## src/rtl/seven_seg_pkg.sv

```systemverilog
// ---------------------------------------------------------------------------
// seven_seg_pkg
//
// Shared types and constants for the Basys3 seven-segment scanner.
//   seg_t       : 7-bit active-low segment vector, bit 0 = a ... bit 6 = g
//   SEG_DIGIT   : glyphs for decimal digits 0-9
//   SEG_DASH    : glyph shown for codes 10-15 (segment g only)
//   SEG_BLANK   : all segments dark
//   NUM_DIGITS  : number of digit positions on the display
//   SCAN_WIDTH  : width of the digit scan index
// ---------------------------------------------------------------------------
package seven_seg_pkg;

    localparam int NUM_DIGITS = 4;
    localparam int SCAN_WIDTH = $clog2(NUM_DIGITS);

    typedef logic [6:0]            seg_t;
    typedef logic [SCAN_WIDTH-1:0] scan_idx_t;

    // Active-low patterns, written g..a (MSB = g).
    localparam seg_t SEG_DIGIT [0:9] = '{
        7'b1000000,   // 0
        7'b1111001,   // 1
        7'b0100100,   // 2
        7'b0110000,   // 3
        7'b0011001,   // 4
        7'b0010010,   // 5
        7'b0000010,   // 6
        7'b1111000,   // 7
        7'b0000000,   // 8
        7'b0010000    // 9
    };

    localparam seg_t SEG_DASH  = 7'b0111111;
    localparam seg_t SEG_BLANK = 7'b1111111;

    // One-hot-low anode vector for a given scan position.
    function automatic logic [NUM_DIGITS-1:0] anode_for(input scan_idx_t idx);
        return ~(NUM_DIGITS'(1) << idx);
    endfunction

endpackage

```

## src/rtl/seven_seg_scanner_bcd_to_seg.sv

```systemverilog
// ---------------------------------------------------------------------------
// bcd_to_seg
//
// Purely combinational BCD to seven-segment decoder (active-low outputs).
// Codes 0-9 produce the normal digit glyphs; any other code produces a dash
// so that a corrupted or out-of-range digit is visible on the display.
//
// Ports:
//   bcd  in  DIGIT_WIDTH  BCD digit
//   seg  out 7            active-low segments, bit 0 = a ... bit 6 = g
// ---------------------------------------------------------------------------
module bcd_to_seg
    import seven_seg_pkg::*;
#(
    parameter int DIGIT_WIDTH = 4
) (
    input  logic [DIGIT_WIDTH-1:0] bcd,
    output seg_t                   seg
);

    // Default to the dash so every code outside 0-9 is flagged as invalid.
    always_comb begin
        seg = SEG_DASH;
        for (int i = 0; i < 10; i++) begin
            if (bcd == DIGIT_WIDTH'(i)) begin
                seg = SEG_DIGIT[i];
            end
        end
    end

endmodule

```

## src/rtl/seven_seg_scanner.sv

```systemverilog
// ---------------------------------------------------------------------------
// seven_seg_scanner
//
// Time-multiplexed driver for the Basys3 4-digit common-anode display.
// The four BCD digits arrive from the divided-clock domain and are brought
// into the board-clock domain through a three-stage synchroniser; a held
// copy is only updated when two consecutive synchronised samples agree, so
// a bus caught mid-transition never reaches the display. One digit is lit
// per refresh slot, with optional leading-zero blanking.
//
// Parameters:
//   DIGIT_WIDTH          width of each BCD digit
//   REFRESH_COUNT        clock cycles per digit slot (>= 2)
//   BLANK_LEADING_ZEROS  1 = blank leading zeros on the upper three digits
//
// Ports:
//   clock            in  1            board clock
//   reset            in  1            asynchronous, active-high reset
//   digit_ones       in  DIGIT_WIDTH  BCD ones (foreign clock domain)
//   digit_tens       in  DIGIT_WIDTH  BCD tens
//   digit_hundreds   in  DIGIT_WIDTH  BCD hundreds
//   digit_thousands  in  DIGIT_WIDTH  BCD thousands
//   dp_enable        in  4            decimal point per digit, bit 0 = ones
//   anode            out 4            active-low digit enables, bit 0 = ones
//   segment          out 7            active-low segments, bit 0 = a
//   dp               out 1            active-low decimal point
// ---------------------------------------------------------------------------
module seven_seg_scanner
    import seven_seg_pkg::*;
#(
    parameter int DIGIT_WIDTH         = 4,
    parameter int REFRESH_COUNT       = 100_000,
    parameter int BLANK_LEADING_ZEROS = 1
) (
    input  logic                   clock,
    input  logic                   reset,
    input  logic [DIGIT_WIDTH-1:0] digit_ones,
    input  logic [DIGIT_WIDTH-1:0] digit_tens,
    input  logic [DIGIT_WIDTH-1:0] digit_hundreds,
    input  logic [DIGIT_WIDTH-1:0] digit_thousands,
    input  logic [NUM_DIGITS-1:0]  dp_enable,
    output logic [NUM_DIGITS-1:0]  anode,
    output seg_t                   segment,
    output logic                   dp
);

    localparam int BUS_WIDTH = NUM_DIGITS * DIGIT_WIDTH;
    localparam int CNT_WIDTH = (REFRESH_COUNT > 1) ? $clog2(REFRESH_COUNT) : 1;
    localparam logic [CNT_WIDTH-1:0] CNT_LAST = CNT_WIDTH'(REFRESH_COUNT - 1);

    logic [BUS_WIDTH-1:0]   digit_bus;
    logic [BUS_WIDTH-1:0]   sync_s1;
    logic [BUS_WIDTH-1:0]   sync_s2;
    logic [BUS_WIDTH-1:0]   sync_s3;
    logic [BUS_WIDTH-1:0]   held;

    logic [CNT_WIDTH-1:0]   refresh_count;
    scan_idx_t              scan_idx;

    logic [DIGIT_WIDTH-1:0] held_digit [NUM_DIGITS];
    logic [NUM_DIGITS-1:0]  digit_is_zero;
    logic [DIGIT_WIDTH-1:0] current_digit;
    seg_t                   decoded_seg;
    logic                   blank_current;

    // Index 0 sits in the low bits so it lines up with scan_idx 0 = ones.
    assign digit_bus = {digit_thousands, digit_hundreds, digit_tens, digit_ones};

    // Synchroniser chain plus compare-load. s2 and s3 are consecutive
    // samples of the foreign bus; when they differ the source was caught
    // mid-update (possibly with bits skewed), so the held copy is left alone.
    always_ff @(posedge clock or posedge reset) begin
        if (reset) begin
            sync_s1 <= '0;
            sync_s2 <= '0;
            sync_s3 <= '0;
            held    <= '0;
        end else begin
            sync_s1 <= digit_bus;
            sync_s2 <= sync_s1;
            sync_s3 <= sync_s2;
            if (sync_s2 == sync_s3) begin
                held <= sync_s2;
            end
        end
    end

    // Slot timer: every REFRESH_COUNT cycles the scan moves to the next digit.
    // scan_idx wraps naturally from the last digit back to ones.
    always_ff @(posedge clock or posedge reset) begin
        if (reset) begin
            refresh_count <= '0;
            scan_idx      <= '0;
        end else if (refresh_count == CNT_LAST) begin
            refresh_count <= '0;
            scan_idx      <= scan_idx + scan_idx_t'(1);
        end else begin
            refresh_count <= refresh_count + CNT_WIDTH'(1);
        end
    end

    // Split the held bus back into digits and flag the zero ones.
    always_comb begin
        for (int i = 0; i < NUM_DIGITS; i++) begin
            held_digit[i]    = held[i*DIGIT_WIDTH +: DIGIT_WIDTH];
            digit_is_zero[i] = (held[i*DIGIT_WIDTH +: DIGIT_WIDTH] == '0);
        end
    end

    assign current_digit = held_digit[scan_idx];

    bcd_to_seg #(
        .DIGIT_WIDTH (DIGIT_WIDTH)
    ) u_decoder (
        .bcd (current_digit),
        .seg (decoded_seg)
    );

    // A digit is a leading zero when it and every digit above it are zero.
    // Invalid codes are nonzero, so they stop the blanking and show a dash.
    always_comb begin
        blank_current = 1'b0;
        if (BLANK_LEADING_ZEROS != 0) begin
            case (scan_idx)
                2'd3:    blank_current = digit_is_zero[3];
                2'd2:    blank_current = digit_is_zero[3] & digit_is_zero[2];
                2'd1:    blank_current = digit_is_zero[3] & digit_is_zero[2]
                                         & digit_is_zero[1];
                default: blank_current = 1'b0;
            endcase
        end
    end

    // Registered outputs. A blanked digit keeps its anode and decimal point
    // so a lone dp (e.g. "  .0") can still be shown in a blank position.
    always_ff @(posedge clock or posedge reset) begin
        if (reset) begin
            anode   <= '1;
            segment <= SEG_BLANK;
            dp      <= 1'b1;
        end else begin
            anode   <= anode_for(scan_idx);
            segment <= blank_current ? SEG_BLANK : decoded_seg;
            dp      <= ~dp_enable[scan_idx];
        end
    end

endmodule

```

## config.mk

```make
export PLATFORM = sky130hd
export DESIGN_NAME = seven_seg_scanner
export DESIGN_NICKNAME = d
export VERILOG_FILES = /design/src/rtl/seven_seg_pkg.sv /design/src/rtl/seven_seg_scanner_bcd_to_seg.sv /design/src/rtl/seven_seg_scanner.sv
export SDC_FILE = /design/constraint.sdc
export NUM_CORES = 1
export LEC_CHECK = 0
export CORE_MARGIN = 2
export CORE_UTILIZATION = 48
export DETAILED_ROUTE_END_ITERATION = 10
export GPL_TIMING_DRIVEN = 0
export PLACE_DENSITY = 0.69
export SLEW_MARGIN = 5
export SYNTH_ARGS = -nofsm -noshare
export SYNTH_HDL_FRONTEND = slang
export SYNTH_HIERARCHICAL = 1
export SYNTH_SLANG_ARGS = --single-unit
export TNS_END_PERCENT = 10
```

## constraint.sdc

```tcl
create_clock -name clock -period 3.5 [get_ports clock]
set_input_delay 0.35 -clock clock [delete_from_list [all_inputs] [get_ports clock]]
set_output_delay 0.35 -clock clock [all_outputs]
set_load 0.03 [all_outputs]
```

# Yosys cells after proc, flatten, opt, wreduce, memory -nomap -nowiden
# Cells that the tools add are included.
[word_totals] in_bits=22 out_inout_bits=12 ff_bits=95 wordCells=55
[classes] n_eq_ne=14 muxes=18 n_addsub=2 n_reduce_logical=4 magnitude_cmp=2 shifts=1 n_bitwise=5
[ops] operator="$mux 7" n=11
[ops] operator="$add 17x1->17 const B" n=1
[ops] operator="$eq 17x17->1 const B" n=1
[ops] operator="$mux 17" n=1
[ops] operator="$eq 16x16->1" n=1
[ops] operator="$eq 4x3->1 const B" n=4
[ops] operator="$logic_not 4->1" n=4
[ops] operator="$bmux 4 s2" n=1
[ops] operator="$eq 4x2->1 const B" n=2
[ops] operator="$eq 4x4->1 const B" n=2
[ops] operator="$mux 4" n=2
[ops] operator="$eq 2x2->1 const B" n=2
[ops] operator="$eq 4x1->1 const B" n=1
[ops] operator="$not 4->4" n=1
[ops] operator="$shl 1x2->4 const A" n=1
[ops] operator="$ge 3x3->1 const B" n=1
[ops] operator="$lt 2x3->1 const B" n=1
[ops] operator="$not 2->3" n=1
[ops] operator="$pmux 1 s3" n=1
[ops] operator="$add 2x1->2 const B" n=1
[ops] operator="$and 1x1->1" n=2
[ops] operator="$bmux 1 s2" n=1
[ops] operator="$eq 2x1->1 const B" n=1
[ops] operator="$mux 1" n=1
[ops] operator="$not 1->1" n=1

# Depth between registers and ports, before layout
[depth] word_depth=16 depth_mapped=7 depth_no_buf=6

# Modules after synthesis
# The synthesis kept the hierarchy.
[modules_own_cells] mod="seven_seg_scanner" area_per_inst_um2=3460.8 n_inst=1 cells_each=228 seq_area_each_um2=2392.3
[modules_own_cells] mod="bcd_to_seg" area_per_inst_um2=115.1 n_inst=1 cells_each=19 seq_area_each_um2=0.0

# Least setup slack after synthesis
# Ideal clock, no wire load.
[synth_path] path_type="register to register" from="reg scan_idx[0]" to="reg segment[0]" slack_ns=1.457 arrival_ns=1.951 period_less_slack_ns=2.043 t_required_ns=3.408 path_buffers=1 setup_time_ns=0.092 path_stages_with_launch=7 path_cell_list="dfrtp_1 -> clkbuf_1 -> mux4_2 -> or2_4 -> mux2i_1 -> o21ai_1 -> o21bai_1"
[synth_via] elab_chain_cells=16 elab_cells_between_ends=29 classes_between="12 x eq/ne; 15 x mux; 1 x bitwise; 1 x reduce/logical"
[synth_rtl] element="start: declaration" line_no="seven_seg_scanner.sv:58" text="scan_idx_t scan_idx;"
[synth_rtl] element="start signal: assignment" line_no="seven_seg_scanner.sv:96" text="scan_idx <= scan_idx + scan_idx_t'(1);"
[synth_rtl] element="$not 2->3 (not written as such) *" line_no="seven_seg_scanner.sv:110" text="assign current_digit = held_digit[scan_idx];"
[synth_rtl] element="$bmux 4 s2 *" line_no="seven_seg_scanner.sv:110"
[synth_rtl] element="$mux 4 (not written as such) * (2 in a row)" line_no="seven_seg_scanner.sv:110"
[synth_rtl] element="via current_digit[2]" line_no="seven_seg_scanner.sv:62" text="logic [DIGIT_WIDTH-1:0] current_digit;"
[synth_rtl] element="$logic_not 4->1" line_no="seven_seg_scanner_bcd_to_seg.sv:25" text="if (bcd == DIGIT_WIDTH'(i)) begin"
[synth_rtl] element="$mux 7 (9 in a row)" line_no="seven_seg_scanner_bcd_to_seg.sv:25"
[synth_rtl] element="$mux 7 *" line_no="seven_seg_scanner_bcd_to_seg.sv:25"
[synth_rtl] element="via decoded_seg[0]" line_no="seven_seg_scanner.sv:63" text="seg_t decoded_seg;"
[synth_rtl] element="$mux 7 *" line_no="seven_seg_scanner.sv:143" text="segment <= blank_current ? SEG_BLANK : decoded_seg;"
[synth_rtl] element="end signal: assignment" line_no="seven_seg_scanner.sv:143"
[synth_rtl] element="end: declaration" line_no="seven_seg_scanner.sv:43" text="output seg_t segment,"
# The timed path passes the listed nets; every way through them passes the cells marked *. The select of a mux whose other input is x is not followed.
# A chain may end at the register's enable or synchronous reset.

# Final worst setup path
# Same ends and word-level chain as after synthesis.

==> results.py <==
metrics = {
    "placed_design": {
        "placed_area_um2": 4050,
        "gp_congestion": 0.746,
        "port_buffers": 33,
        "hpwl_um": 3700,
    },
    "cells_and_area": {
        "post-route-util_pct": 59.1,
        "insertedDiodeCount": 0,
        "n_fill_cell": 607,
        "stdcell_area_um2": 4260,
        "drive_gt1_share_pct": 20.9,
        "area_delta_synth_final_pct": 19.2,
        "multiInputGateArea_um2": 1120,
        "seqCellArea_um2": 2390,
        "nNetsFinal": 320,
    },
    "global_route": {
        "grt_pass1_vias": 1976,
        "grt.overflow.total": 0,
        "grt.total_usage_pct": 14.4,
        "antenna_found_initial": 0,
        "grt_pass1_wl_um": 9200,
        "grt_max_degree": 51,
    },
    "timing": {
        "fmax_ghz": 0.445,
        "fin_crit_ns": 2.25,
        "rsz0062_at_grt": "false",
        "whs_ns": 0.351,
        "fin_crit_sh_pct": 64.3,
        "setup_viol": 0,
        "drv_slew": 0,
        "worst_pin_slew_ns": 0.583,
        "skew_ns": 0.0101,
        "finalSetupTns_ns": 0,
        "hold_violations": 0,
        "slew_headroom_pct": 61.1,
    },
    "setup_path": {
        "arrival_ns": 2.52,
        "start_kind": "flip-flop",
        "critical-path-top-delay-family": "multiplexers",
        "path_buf_inv": 1,
        "cp-end-kind": "flip-flop",
        "path_max_fanout": 8,
        "cp_cell_sequence": "clkbuf_1 -> mux4_2 -> or2_4 -> mux2i_1 -> o21ai_1 -> o21bai_1",
        "crit_required_ns": 3.77,
        "critPathMaxStageDelay_ns": 0.65,
        "critical_path_class": "reg -> reg",
        "cp_slowest_cell": "mux4_2",
    },
    "yosys": {
        "synth_most_common_cell": "dfrtp_1",
        "ys_ff_latch": 95,
        "synthTopCellsByCount": "83 x dfrtp_1, 27 x xnor2_1, 17 x mux2_2",
        "syn-num-nets": 275,
        "synth_top_area_cell": "dfrtp_1",
        "ys_seq_area_share_pct": 66.9,
        "netlist_instances": 247,
        "synth_area_um2": 3580,
        "synth_flop_cell": "dfrtp_1",
        "synth_area_leaders": "dfrtp_1 58%, dfstp_2 8.8%, xnor2_1 6.6%, mux2_2 5.4%, mux4_2 3.1%",
        "avgSynthCellArea_um2": 14.5,
        "yosysUniqueCellTypes": 40,
        "synth_top_area_share_pct": 58.1,
        "synth_edf_count": 0,
        "yosysWarnings": 6,
        "async_flop_share_pct": 100,
    },
    "power_and_ir_drop": {
        "vdd_drop_max_v": 0.000312,
        "total_power_uw": 1950,
        "leakagePower_uw": 0.00183,
        "p_per_area_nw_per_um2": 458,
    },
    "clocking": {
        "numClockSinks": 95,
        "insertion_delay_ns": 0.36,
        "htree_num_levels": 3,
        "cts_buffer_depth": 2,
        "cts_tree": "built",
        "postCtsHoldBufs": 0,
        "cts_setup_buffers": 0,
        "numCtsBuffers": 9,
        "cts-root-buf": "clkbuf_8",
        "clk_pin_slew_ns": 0.09,
        "cts_resized": 0,
    },
    "die": {
        "die_y_um": 90.3,
        "start_util_pct": 49.6,
        "core.rowCount": 31,
        "die_area_um2": 8160,
        "die_x_um": 90.3,
        "core_um2": 7210,
        "io_pins": 34,
    },
    "routing": {
        "drt_iter0_drc": 96,
        "viasPerCell": 4.91,
        "drt_pre_antenna_iters": 4,
        "route.detailed.drc": 0,
        "wl_per_cell_um": 12.9,
        "finalWirelength_um": 5120,
        "vias": 1943,
        "ant_nets": 0,
    },
    "job": {
        "max_cap_viol_count": 0,
    },
    "worst_hold_path": {
        "min_path_type": "reg -> reg",
    },
    "run_status": {
        "status": "completed",
    },
}
-- cell usage in the layout, fill, tap and decap left out, types with 5 or more instances in the layout --
master           Yosys  routed
nor2_1              12      12
inv_1               10       9
mux2_2              17      17
nand3_1              8       8
dfstp_2             12      12
clkdlybuf4s50_1      0      33
ha_1                 6       6
nand2_1             11      11
nand4_1              6       6
xnor2_1             27      27
dfrtp_1             83      83
clkbuf_8             0       9
mux4_2               5       5
o21bai_1             7       7
-- path summary, 6_finish.rpt --
path,end,slack (ns),cells past startpoint,startpoint
worst max-delay path,segment[0],1.25,6,scan_idx[0]
min in group asynchronous,sync_s1[6],0.41,2,reset
worst max register to register,segment[0],1.25,6,scan_idx[0]
max in group asynchronous,segment[0],2.39,3,reset
worst min-delay path,sync_s2[4],0.35,0,sync_s1[4]
worst min register to register,sync_s2[4],0.35,0,sync_s1[4]
-- metal layers --
layer / track usage [%] / share of wire, %
met1: 19.8 / 48
met2: 21.5 / 45
met3: 3.17 / 3.8
met4: 7.69 / 2.6
met5: 0 / 0
-- area by class of cell --
cell class / instances / share of cell area, %
plain buffers: 4 / 0.499
clock buffers: 9 / 2.91
clock inverters: 7 / 2.00
inverters: 10 / 0.940
multi-input cells: 138 / 26.4
flip-flops and latches: 95 / 56.1
well taps: 99 / 2.91
repair buffers: 34 / 8.22
-- registers in the layout, indices dropped and copies added (netlist names) --
register       cells
dp                 1
sync_s3           16
refresh_count     17
held              16
anode              4
sync_s1           16
sync_s2           16
scan_idx           2
segment            7
-- cells by family (layout without fill, tap and decap cells) --
kind of cell / count (synthesis) / after routing / synth area share (%)
compound gates: 19 / 19 / 3.50
fa+ha+maj: 6 / 6 / 2.10
mux: 23 / 23 / 8.78
buf+inv: 14 / 64 / 1.64
xor+xnor: 31 / 31 / 7.59
simple gates: 59 / 59 / 9.48
flops: 95 / 95 / 66.9
-- stage by stage --
step	std cells	setup WS, ns
after floorplan	247	0.693
after global placement	379	-0.575
after detailed placement	380	1.25
after CTS	396	1.23
after global routing	396	1.07
final	396	1.25
-- report_power, final --
part	switching [µW]	total, µW	internal [µW]
Combinational	32.3	70.5	38.2
Clock	392	737	345
Sequential	16.1	1140	1130
Total	440	1950	1510
Note: power is estimated with default switching activity, not from simulation.
==> RTL change 1, RTL diff (config.mk and constraints unchanged) <==
The parameter `BLANK_LEADING_ZEROS` goes from 1 to 0. Comments in the files are not updated.
--- a/src/rtl/seven_seg_scanner.sv
+++ b/src/rtl/seven_seg_scanner.sv
@@ -32,3 +32,3 @@
     parameter int REFRESH_COUNT       = 100_000,
-    parameter int BLANK_LEADING_ZEROS = 1
+    parameter int BLANK_LEADING_ZEROS = 0
 ) (
Formal check against the unedited RTL: no difference found for any inputs over 10 cycles, from zero or initial values and one cycle with reset high; that may be too few to reach the edited logic, so the function may still have changed.
==> RTL change 1 against the unedited design <==
Hold slack better by 0.0013 ns. Sequential power about the same. Final area is 1.0% lower. Fmax increased by 1.0%. Worst setup slack gained 0.023 ns. Cell count down 3.0%. Sequential cell count stayed put. Global-route usage decreased by 0.20 points. Non-clock buffer count increased by 2. Synthesized area down 1.1%. Sequential share of layout area grew 0.58 points. Wire length down 1.8%. Total power is 1.5% lower. Highest routed layer unchanged.
==> RTL change 1: results (changes against the unedited design) <==
[status]
status=finished, final reports clean

[yosys]
netlist_top_cells_count=83 x dfrtp_1, 26 x xnor2_1, 15 x mux2_2
syn_nets=262  ; -4.7%
synthTopCellsByArea=dfrtp_1 59%, dfstp_2 8.9%, xnor2_1 6.4%
syn_area_per_cell_um2=15.1  ; +4.0%
synth-seq-area-share_pct=67.6  ; +0.73 points
yosysUniqueCellTypes=39  ; -2.5%

[power]
swShare_pct=21.6  ; -0.93 points
p_leak_nw=1.83  ; about the same
ir_drop_mv=0.226  ; -27%

[worst_setup_path]
start_kind=flop
cp_max_fo=10  ; +2
crit_end=segment[3]
cpPeakStageDelay_ns=0.58  ; -0.07 ns

[place]
dp_hpwl_um=3430  ; -7.5%
routabilityCongestion=0.741  ; -0.63%
dp.cells=368  ; -3.2%
place_area_mm2=0.00402  ; -0.77%

[sta]
maxSlewHeadroom_pct=64.9  ; +3.8 points
setup_ws_ns=1.27  ; +0.0227 ns
fin_worst_skew_ns=0.0118  ; +0.00176 ns

[min_path]
whs_endpoint=sync_s2[13]
worstHoldStart=sync_s1[13]

[final_layout]
fin_cells=384  ; -3.0%

[global_route]
grt_pass1_wl_um=9000  ; -2.2%
grt_pass1_vias=1907  ; -3.5%
grt_max_degree=56  ; +9.8%

[route]
routedWlPerCell_um=13.1  ; +1.3%
vias_per_cell=4.81  ; -2.0%

## RTL change 1: routing by layer
layer  global-route usage (%)  vias to the layer above  wire length (um)
met5                        0                        -                 0
met4                     5.64                        0                92
met3                     4.44                       11               203
met2                     21.0                       33              2280
met1                     19.7                      913              2450
li1                         -                      890                 -
## RTL change 1: kinds of logic after synthesis
family | count (synthesis) | share of synthesized area [%]
flip-flops | 95 | 67.6
AND/OR/NAND/NOR | 53 | 9.27
XOR/XNOR | 29 | 7.18
multiplexers | 22 | 8.56
buffers and inverters | 16 | 2.69
AO/OA/AOI/OAI | 15 | 2.90
adder cells (fa/ha/maj) | 5 | 1.77
## RTL change 1: layout make-up
type                            count  area (um^2)
Fill cell                         567         2960
Sequential cell                    95         2390
Multi-Input combinational cell    124         1050
Timing Repair Buffer               34          358
Clock buffer                       11          131
Tap cell                           99          124
Clock inverter                      5         65.1
Buffer                              6         57.6
Inverter                           10         40.0
## RTL change 1: power by group through the flow
| stage | Combinational [mW] | Sequential [mW] | Clock [mW] |
|---|---|---|---|
| finish | 0.0726 | 1.14 | 0.705 |
| global route | 0.0810 | 1.15 | 0.773 |
| CTS | 0.0753 | 1.14 | 0.731 |
| detailed placement | 0.0748 | 1.16 | 0 |
| global placement | 0.0692 | 1.16 | 0 |
| floorplan | 0.0358 | 1.16 | 0 |
## RTL change 1: worst max-delay path, delay by kind of cell, from the launching register on
family / cells / cell delay [ns]
AND/OR/NAND/NOR: 2 / 0.64
multiplexers: 1 / 0.58
buffers and inverters: 2 / 0.55
flip-flops: 1 / 0.38
==> RTL change 2, RTL diff (config.mk and constraints unchanged) <==
Made on the original files. Make the reset (`reset`) synchronous in 3 clocked blocks. Comments in the files are not updated.
--- a/src/rtl/seven_seg_scanner.sv
+++ b/src/rtl/seven_seg_scanner.sv
@@ -71,3 +71,3 @@
     // mid-update (possibly with bits skewed), so the held copy is left alone.
-    always_ff @(posedge clock or posedge reset) begin
+    always_ff @(posedge clock) begin
         if (reset) begin
@@ -89,3 +89,3 @@
     // scan_idx wraps naturally from the last digit back to ones.
-    always_ff @(posedge clock or posedge reset) begin
+    always_ff @(posedge clock) begin
         if (reset) begin
@@ -135,3 +135,3 @@
     // so a lone dp (e.g. "  .0") can still be shown in a blank position.
-    always_ff @(posedge clock or posedge reset) begin
+    always_ff @(posedge clock) begin
         if (reset) begin
Behaviour: differs if reset is asserted again (counterexample within 4 cycles, from zero or initial values and one cycle with reset high); with reset held inactive, the same outputs for 10 cycles.
==> RTL change 2 against the unedited design <==
Global-route usage increased by 1.0 points. Non-clock buffer count rose by 11. Worst setup slack worse by 0.044 ns. Largest cell class unchanged. Combinational power increased by 76%. Wire length increased by 15%. Die area is 0.94% higher. Total power down 1.3%. Clock skew rose by 0.0015 ns. Sequential cell count is the same. Hold slack improved by 0.089 ns. Final area fell by 0.23%. Synthesized area increased by 0.98%.
==> RTL change 2: results (changes against the unedited design) <==
[sta]
hold_ws_ns=0.440  ; +0.0890 ns
maxSlewHeadroom_pct=63.6  ; +2.4 points
fin_worst_skew_ns=0.0116  ; +0.00152 ns

[final_layout]
multi_input_cells=222  ; +61%
fillers=619  ; +2.0%
drive_gt1_share_pct=12.9  ; -8.0 points
seq_cells=95  ; unchanged
clock_area_share_pct=4.38  ; -0.52 points
nNetsFinal=411  ; +28%

[worst_setup_path]
cpPeakStageDelay_ns=0.57  ; -0.08 ns
timing.rr.end=segment[3]
cp.arrival_ns=2.58  ; +0.06 ns
cp_max_fo=10  ; +2
regToRegStartpoint=scan_idx[0]

[min_path]
worstHoldStart=sync_s1[10]
hold_depth=1  ; +1
whs_endpoint=sync_s2[10]

[power]
ir_drop_mv=0.199  ; -36%
power_per_cell_area_mw_per_mm2=453  ; -1.0%
p_sw_uw=474  ; +7.6%
p_leak_nw=1.69  ; -7.8%
fin_total_pwr_mw=1.93  ; -1.3%

[global_route]
grt_max_degree=19  ; -63%
grt_use_total_pct=15.4  ; +1.0 points
use_met2_pct=24.6  ; +3.1 points
grt_pass1_vias=2183  ; +10%

[status]
status=finished, final reports clean

[yosys]
netlist_top_cells_count=95 x dfxtp_1, 65 x nor2b_1, 25 x nor2_1
synth-seq-area-share_pct=52.7  ; -14 points
syn_nets=367  ; +33%

[route]
vias=2364  ; +22%
routedWlPerCell_um=12.1  ; -6.5%
drtIter0Drc=44  ; -54%
routed_wl_um=5890  ; +15%

[place]
dp_hpwl_um=4290  ; +16%
place_area_mm2=0.00407  ; +0.31%

-- RTL change 2: cell count changes in the layout (fill, tap and decap cells not counted), moves of 6 or more --
cell | before | now
dfxtp_1 | 0 | 95
xnor2_1 | 27 | 8
nor2b_1 | 2 | 65
clkbuf_1 | 1 | 11
o21ai_0 | 4 | 12
dfrtp_1 | 83 | 0
o21bai_1 | 7 | 1
dfstp_2 | 12 | 0
xor2_1 | 4 | 20
nand2b_1 | 0 | 7
nor2_1 | 12 | 25
-- RTL change 2: routing by layer --
| metal | up-vias | share of wire (%) | routed length, um |
|---|---|---|---|
| met5 | - | 0 | 0 |
| met4 | 0 | 1.4 | 85 |
| met1 | 1099 | 47 | 2770 |
| met3 | 9 | 3.3 | 196 |
| li1 | 1216 | - | - |
| met2 | 40 | 48 | 2840 |
